`src/rtl/register_map.sv`:
```
// Architectural register file with rename state (committed data, youngest pending
// producer tag, ready bit) answering the ROB's retire, dispatch and source-lookup ports.

module register_map_rd_port #(
    parameter int DATA_WIDTH     = 32,
    parameter int TAG_WIDTH      = 6,
    parameter int REG_ADDR_WIDTH = 5,
    parameter int NUM_REGS       = 2**REG_ADDR_WIDTH
) (
    input  logic [REG_ADDR_WIDTH-1:0]             rsrc,
    input  logic [NUM_REGS-1:0][DATA_WIDTH-1:0]   data_file,
    input  logic [NUM_REGS-1:0][TAG_WIDTH-1:0]    tag_file,
    input  logic [NUM_REGS-1:0]                   rdy_file,
    output logic [DATA_WIDTH-1:0]                 data,
    output logic [TAG_WIDTH-1:0]                  tag,
    output logic                                  rdy
);
    // r0 is forced here so its stored entry never matters.
    always_comb begin
        data = data_file[rsrc];
        tag  = tag_file[rsrc];
        rdy  = rdy_file[rsrc];
        if (rsrc == '0) begin
            data = '0;
            tag  = '0;
            rdy  = 1'b1;
        end
    end
endmodule

module register_map #(
    parameter int DATA_WIDTH     = 32,
    parameter int ROB_DEPTH      = 64,
    parameter int REG_ADDR_WIDTH = 5,
    localparam int TAG_WIDTH     = $clog2(ROB_DEPTH),
    localparam int NUM_REGS      = 2**REG_ADDR_WIDTH,
    localparam int NUM_PORTS     = 2
) (
    input  logic                                     clk,
    input  logic                                     rst,
    input  logic                                     i_flush,
    input  logic                                     dest_wr_en,
    input  logic [REG_ADDR_WIDTH-1:0]                dest_wr_rdest,
    input  logic [TAG_WIDTH-1:0]                     dest_wr_tag,
    input  logic [DATA_WIDTH-1:0]                    dest_wr_data,
    input  logic                                     tag_wr_en,
    input  logic [REG_ADDR_WIDTH-1:0]                tag_wr_rdest,
    input  logic [TAG_WIDTH-1:0]                     tag_wr_tag,
    input  logic [NUM_PORTS-1:0][REG_ADDR_WIDTH-1:0] lookup_rsrc,
    output logic [NUM_PORTS-1:0][DATA_WIDTH-1:0]     lookup_data,
    output logic [NUM_PORTS-1:0][TAG_WIDTH-1:0]      lookup_tag,
    output logic [NUM_PORTS-1:0]                     lookup_rdy
);
    logic [NUM_REGS-1:0][DATA_WIDTH-1:0] data_q;
    logic [NUM_REGS-1:0][TAG_WIDTH-1:0]  tag_q;
    logic [NUM_REGS-1:0]                 rdy_q;

    logic dest_hit, tag_hit, retire_clears;
    assign dest_hit      = dest_wr_en && (dest_wr_rdest != '0);
    assign tag_hit       = tag_wr_en && (tag_wr_rdest != '0);
    // Only the youngest pending producer may mark the register ready again.
    assign retire_clears = !rdy_q[dest_wr_rdest] && (tag_q[dest_wr_rdest] == dest_wr_tag);

    // Later assignments win: flush beats dispatch, dispatch beats retire on the same register.
    always_ff @(posedge clk) begin
        if (rst) begin
            data_q <= '0;
            tag_q  <= '0;
            rdy_q  <= '1;
        end else begin
            if (dest_hit) begin
                data_q[dest_wr_rdest] <= dest_wr_data;
                if (retire_clears)
                    rdy_q[dest_wr_rdest] <= 1'b1;
            end
            if (i_flush) begin
                tag_q <= '0;
                rdy_q <= '1;
            end else if (tag_hit) begin
                tag_q[tag_wr_rdest] <= tag_wr_tag;
                rdy_q[tag_wr_rdest] <= 1'b0;
            end
        end
    end

    for (genvar p = 0; p < NUM_PORTS; p++) begin : g_port
        register_map_rd_port #(
            .DATA_WIDTH    (DATA_WIDTH),
            .TAG_WIDTH     (TAG_WIDTH),
            .REG_ADDR_WIDTH(REG_ADDR_WIDTH),
            .NUM_REGS      (NUM_REGS)
        ) u_rd (
            .rsrc     (lookup_rsrc[p]),
            .data_file(data_q),
            .tag_file (tag_q),
            .rdy_file (rdy_q),
            .data     (lookup_data[p]),
            .tag      (lookup_tag[p]),
            .rdy      (lookup_rdy[p])
        );
    end
endmodule

```
`config.mk`:
```
export PLATFORM = sky130hd
export DESIGN_NAME = register_map
export DESIGN_NICKNAME = d
export VERILOG_FILES = /design/src/rtl/register_map.sv
export SDC_FILE = /design/constraint.sdc
export NUM_CORES = 2
export LEC_CHECK = 0
export CAP_MARGIN = 20
export CORE_UTILIZATION = 40
export CTS_CLUSTER_DIAMETER = 80
export DETAILED_ROUTE_END_ITERATION = 7
export GPL_TIMING_DRIVEN = 0
export PLACE_DENSITY = 0.52
export SYNTH_ARGS = -nofsm -noshare
export SYNTH_HDL_FRONTEND = slang
export SYNTH_SLANG_ARGS = --single-unit
```
`constraint.sdc`:
```
create_clock -name clk -period 7.76 [get_ports clk]
set_clock_uncertainty 0.15 [all_clocks]
set_input_delay 0.776 -clock clk [delete_from_list [all_inputs] [get_ports clk]]
set_output_delay 0.776 -clock clk [all_outputs]
set_load 0.005 [all_outputs]
```
Word level (Yosys, flattened, before mapping) --
Index checks and enable logic that the tools add are counted.
Word-level totals: bits in registers 1248, output and inout bits 78
Cells by class: bitwise operators 3, muxes and demuxes 36, equal/unequal tests 1, reductions and logical operators 11, $lt $le $gt $ge 6
Operators by type and width (number):
- bitwise mux 1024 bit | 1
- binary-select mux 32 bit (select 5 bit) | 2
- 2-to-1 mux 32 bit | 9
- bitwise mux 192 bit | 1
- demux 32 bit (select 5 bit) | 1
- binary-select mux 6 bit (select 5 bit) | 3
- 2-to-1 mux 6 bit | 6
- bitwise AND 32 bit | 1
- inverter 32 bit | 1
- OR 32 bit | 1
- demux 6 bit (select 5 bit) | 1
- less-than comparator 5 x 6 -> 1 bit (second input constant) | 4
- binary-select mux 1 bit (select 5 bit) | 3
- demux 1 bit (select 5 bit) | 2
- greater-or-equal comparator 5 x 1 -> 1 bit (second input constant) | 2
- logical NOT 5 bit | 2
- nonzero test 5 bit | 2
- 2-to-1 mux 1 bit | 7
- equality test 6 bit | 1
- logical AND 1 bit | 5
- OR reduction 2 bit | 1
- logical NOT 1 bit | 1

Longest topological paths before layout --
word-level depth 10, depth in mapped cells 14, gate-level depth less buffers 8

By module --
From an unflattened synthesis, not the netlist that was laid out.
Second synthesis, totals: cell total of the unflattened synthesis 7154, area, all modules 65148.7 um^2
By module, submodules not included:
- register_map | cells an instance 5648, seq. area each 24984.0 um^2, area each 45307.2 um^2, instances 1
- register_map_rd_port | cells an instance 753, seq. area each 0.0 um^2, area each 9920.8 um^2, instances 2

Worst setup path after synthesis --
No wires, ideal clock.
path type input -> output, from input lookup_rsrc[0] in the netlist's numbering, to output lookup_data[10] in the netlist's numbering, data required time 6.834 ns, arrival 3.171 ns, buffers on the path 4, stages 8, slack 3.663 ns, cell sequence clkbuf_1 -> buf_1 -> buf_1 -> clkbuf_1 -> mux4_2 -> mux4_2 -> mux2i_1 -> nor2_1
RTL lines:
- from (decl) | RTL line 49 | input logic [NUM_PORTS-1:0][REG_ADDR_WIDTH-1:0] lookup_rsrc,
- to (decl) | RTL line 50 | output logic [NUM_PORTS-1:0][DATA_WIDTH-1:0] lookup_data,

Final worst setup path --
from input lookup_rsrc[1] in the netlist's numbering, to output lookup_rdy[0]
Between the ends: word-level cells in the longest chain between the ends 3
Ends and longest elaborated chain:
- binary-select mux 1 bit (select 5 bit) | RTL line 22 | rdy = rdy_file[rsrc];
- 2-to-1 mux 1 bit (implied by the code) | RTL line 22
- 2-to-1 mux 1 bit (*) | RTL line 23 | if (rsrc == '0) begin
- to (decl) | RTL line 52 | output logic [NUM_PORTS-1:0] lookup_rdy
Every way passes the cells marked *; elsewhere a longest branch is shown, timed or not. The select of a mux whose other input is x is not followed.

==> results.txt <==
* Bufs on Longest Clock Path: 3
- Yosys mapped a number of flops with a built-in enable equal to 0.
* Count of warnings emitted by yosys: 0
- Area Overhead vs Synth: 15.7%
- H-Tree Level Count: 4
- After clock tree synthesis, the repair step resized 0 gates.
* Setup bufs post-CTS: 0
- VDD sags by at most 0.000286 V.
* Asr flop ratio synth: 0%
* Worst path required time: 6.83 ns
* Count of TritonRoute iterations in the first routing pass: 7
- Insertion delay to the later sink of the worst-skew pair: 0.82 ns
- Synth Cell Area: 64,300 um2
* Number of clock sinks seen by CTS: 1,248
* Vertical extent of the die: 403 um
- Of the total power, the share spent switching nets is 26.0%.
* Avg Cell Area, Syn: 9.49 um2
- The share of total power dissipated in the clock network is 49.5%.
- The number of clock buffers added by TritonCTS is 148.
- Maximum capacitance violations: 0
* Number of unique standard cell types used by synthesis: 43
* Total routing resource utilization after global routing: 33.5%
- TritonCTS built the clock tree.
- At the pin with the least slew margin, the transition time is 1.30 ns.
- Routability-driven placement finished with a final weighted congestion of 0.998.
- Leading post-synthesis cells by cell area: sky130_fd_sc_hd__dfxtp_1 39%, sky130_fd_sc_hd__mux4_2 28%, sky130_fd_sc_hd__nand2_1 13%
- Crit start category: input pin
- Switching power: 3980 uW
- The floorplan step defined a core boundary enclosing 159,000 um2.
- The post-route netlist has 15.7% of its cells at a drive strength greater than 1.
- After layout, the worst path uses 82.5% of the clock period.
- Row generation in the floorplan step produced 146 rows.
- Cells fill 46.8% of the core in the end.
- After clock tree synthesis, the clock-pin slew on the worst setup and hold paths is 0.06 ns.
* Remaining number of nets flagged by the antenna check after routing: 0
- sky130_fd_sc_hd__dfxtp_1 takes more of the synthesized area than any other cell.
* Count of cells along the worst register-to-register path: 9
* Total power draw: 15,300 uW
* Number of global-route vias before repair: 53.7k
* Fin. max-slew vios: 0
* Sequential cell area fraction in the yosys report: 38.9%
* HPWL after detailed placement: 220,000 um
* Post-detailed-route via-to-cell ratio: 6.03
- Of the total power, registers draw 42.3%.
* Wire length per cell after detailed routing: 29.7 um
- The worst register-to-register path has a setup slack of 3.95 ns.
* Final setup violation count: 0
- Share of total power in combinational logic: 8.2%
- Clock period minus final worst setup slack: 6.40 ns
* Data arrival time of the critical path: 5.48 ns
- The critical path ends at lookup_rdy[0].
- Number of I/O pins: 147
* Maximum fanout along the worst path: 10
- Setup repair after global routing missed its margin: no
* Tightest Hold Check Type: register to register
- The root buffer cell chosen for the clock tree is sky130_fd_sc_hd__clkbuf_16.
- Based on the critical path, the design can be clocked at up to 156 MHz.
- Detailed-route wire length: 276,000 um
- The final route contains 56.2k vias.
- Starting DRT DRC Count: 6,698
- The flow ran to the end, and the final reports show no timing, DRC or antenna violations.
- After filler insertion, the fill cell instance count of the layout stands at 15.2k.
- Leakage component of the power: 0.0239 uW
- Number of port buffers: 132
* Max transition margin: 13.1%
* Total Neg Setup Slack: 0 ns
- The first global-routing pass estimated 386,000 um of wire.
* Total grt overflow: 0
* Count of hold-fix buffers inserted at cts: 0
- Antenna violations before repair: 17
- In this run, synthesis produced a sequential element count of 1,248.
* Start point of the critical path: lookup_rsrc[1]
- The library cell used most frequently in the layout, excluding fill and tap cells, is sky130_fd_sc_hd__nand2_1.
* Total die area: 162,000 um2
* Number of hold violations in the final report: 0
* Internal power: 11,300 uW
- Predominant post-synthesis flop cell: sky130_fd_sc_hd__dfxtp_1
* Pwr/cell area: 206 nW/um2
- Post-synth top area share: 38.9%
- Effective utilization at floorplan: 40.4%
- Type of element capturing the critical path: output pin
- Type of the worst setup path: input pin to output pin
- Synthesis handed over a netlist of 6,773 instances.
- Commonest cells after routing, fill and taps aside: 2,198 x sky130_fd_sc_hd__nand2_1, 1,248 x sky130_fd_sc_hd__dfxtp_1, 1,116 x sky130_fd_sc_hd__a21oi_1, 787 x sky130_fd_sc_hd__mux4_2, 578 x sky130_fd_sc_hd__clkbuf_1
- Summing all multi-input logic gate instances after layout gives 36,600 um2.
- Total nets after synthesis: 6,842
* Pin count of the biggest net entering global routing: 17
- From left edge to right edge, the die measures 403 um.
- In the routed design, unresolved DRC markers number 0.
- # nets final: 7,189
- The worst register-to-register path begins at tag_q[16].
* Reg-to-reg critical path endpoint: rdy_q[10]
- Register Area: 25,000 um2
-- synth_stat cells, drive strengths merged (6+ instances only) --
cell / count
nand4bb: 6
and3: 6
mux2i: 272
o22ai: 48
nand3: 23
dfxtp: 1248
clkbuf: 561
o21ai: 39
a21oi: 1116
buf: 121
mux4: 787
nand2: 2198
nor4: 12
nor2: 222
inv: 19
nor2b: 41
and2: 12
-- how the worst min path moves through the flow --
stage / start / to / slack [ns] / cells past startpoint
6_report: data_q[346] / data_q[346] / 0.31 / 2
3_5_place_dp: data_q[238] / data_q[238] / 0.31 / 2
4_1_cts: data_q[346] / data_q[346] / 0.32 / 2
5_1_grt: data_q[593] / data_q[593] / 0.33 / 2
3_3_place_gp: data_q[623] / data_q[623] / 0.30 / 2
2_1_floorplan: data_q[192] / data_q[192] / 0.29 / 2
-- final cells by class --
class,instances,area share (%)
flip-flops and latches,1248,33.6
diodes,5,0.0168
well taps,2072,3.49
inverters,19,0.0959
repair buffers,197,3.02
clock inverters,64,1.33
multi-input cells,4824,49.2
clock buffers,201,5.71
plain buffers,682,3.56
-- registers in the layout, summed over array words and instances, names as in the netlist --
signal	cells
data_q	1024
rdy_q	32
tag_q	192
-- kinds of logic after synthesis --
kind of cell | share of synthesized area, %
AOI/OAI and AO/OA | 9.55
xor gates and xnor gates | 0.0136
buffers and inverters | 4.20
DFF | 38.9
muxes | 31.8
and+or+nand+nor | 15.5
-- stage by stage --
| step | setup WS (ns) | hold slack [ns] | instances | area (um2) |
|---|---|---|---|---|
| after CTS | 1.35 | 0.315 | 9292 | 74100 |
| after global routing | 1.42 | 0.328 | 9309 | 74300 |
| after floorplan | 3.66 | 0.293 | 6773 | 64300 |
| final | 1.36 | 0.311 | 9312 | 74400 |
| after detailed placement | 1.38 | 0.307 | 9027 | 68900 |
| after global placement | 0.403 | 0.298 | 8977 | 68200 |
-- metal layers --
metal | share of wire, % | track usage, %
met2 | 43 | 49.0
met1 | 41 | 46.5
met3 | 12 | 10.4
met4 | 3.6 | 11.4
met5 | 0.11 | 1.07
-- power groups by stage --
stage          sequential, uW  clock, uW  combinational (uW)
2_1_floorplan            6610          0                 688
3_5_place_dp             6620          0                1210
4_1_cts                  6480       7620                1220
3_3_place_gp             6620          0                1180
5_1_grt                  6480       7880                1290
6_report                 6480       7570                1260
-- critical path, stage by stage --
cell	delay, ns
sky130_fd_sc_hd__clkbuf_1	0.51
sky130_fd_sc_hd__clkbuf_1	0.90
sky130_fd_sc_hd__clkbuf_1	0.94
sky130_fd_sc_hd__mux4_2	0.44
sky130_fd_sc_hd__mux4_2	0.52
sky130_fd_sc_hd__mux2i_1	0.20
sky130_fd_sc_hd__o21ai_0	0.43
sky130_fd_sc_hd__buf_4	0.30
sky130_fd_sc_hd__clkdlybuf4s50_1	0.44
Power figures use the tool's default switching activity.
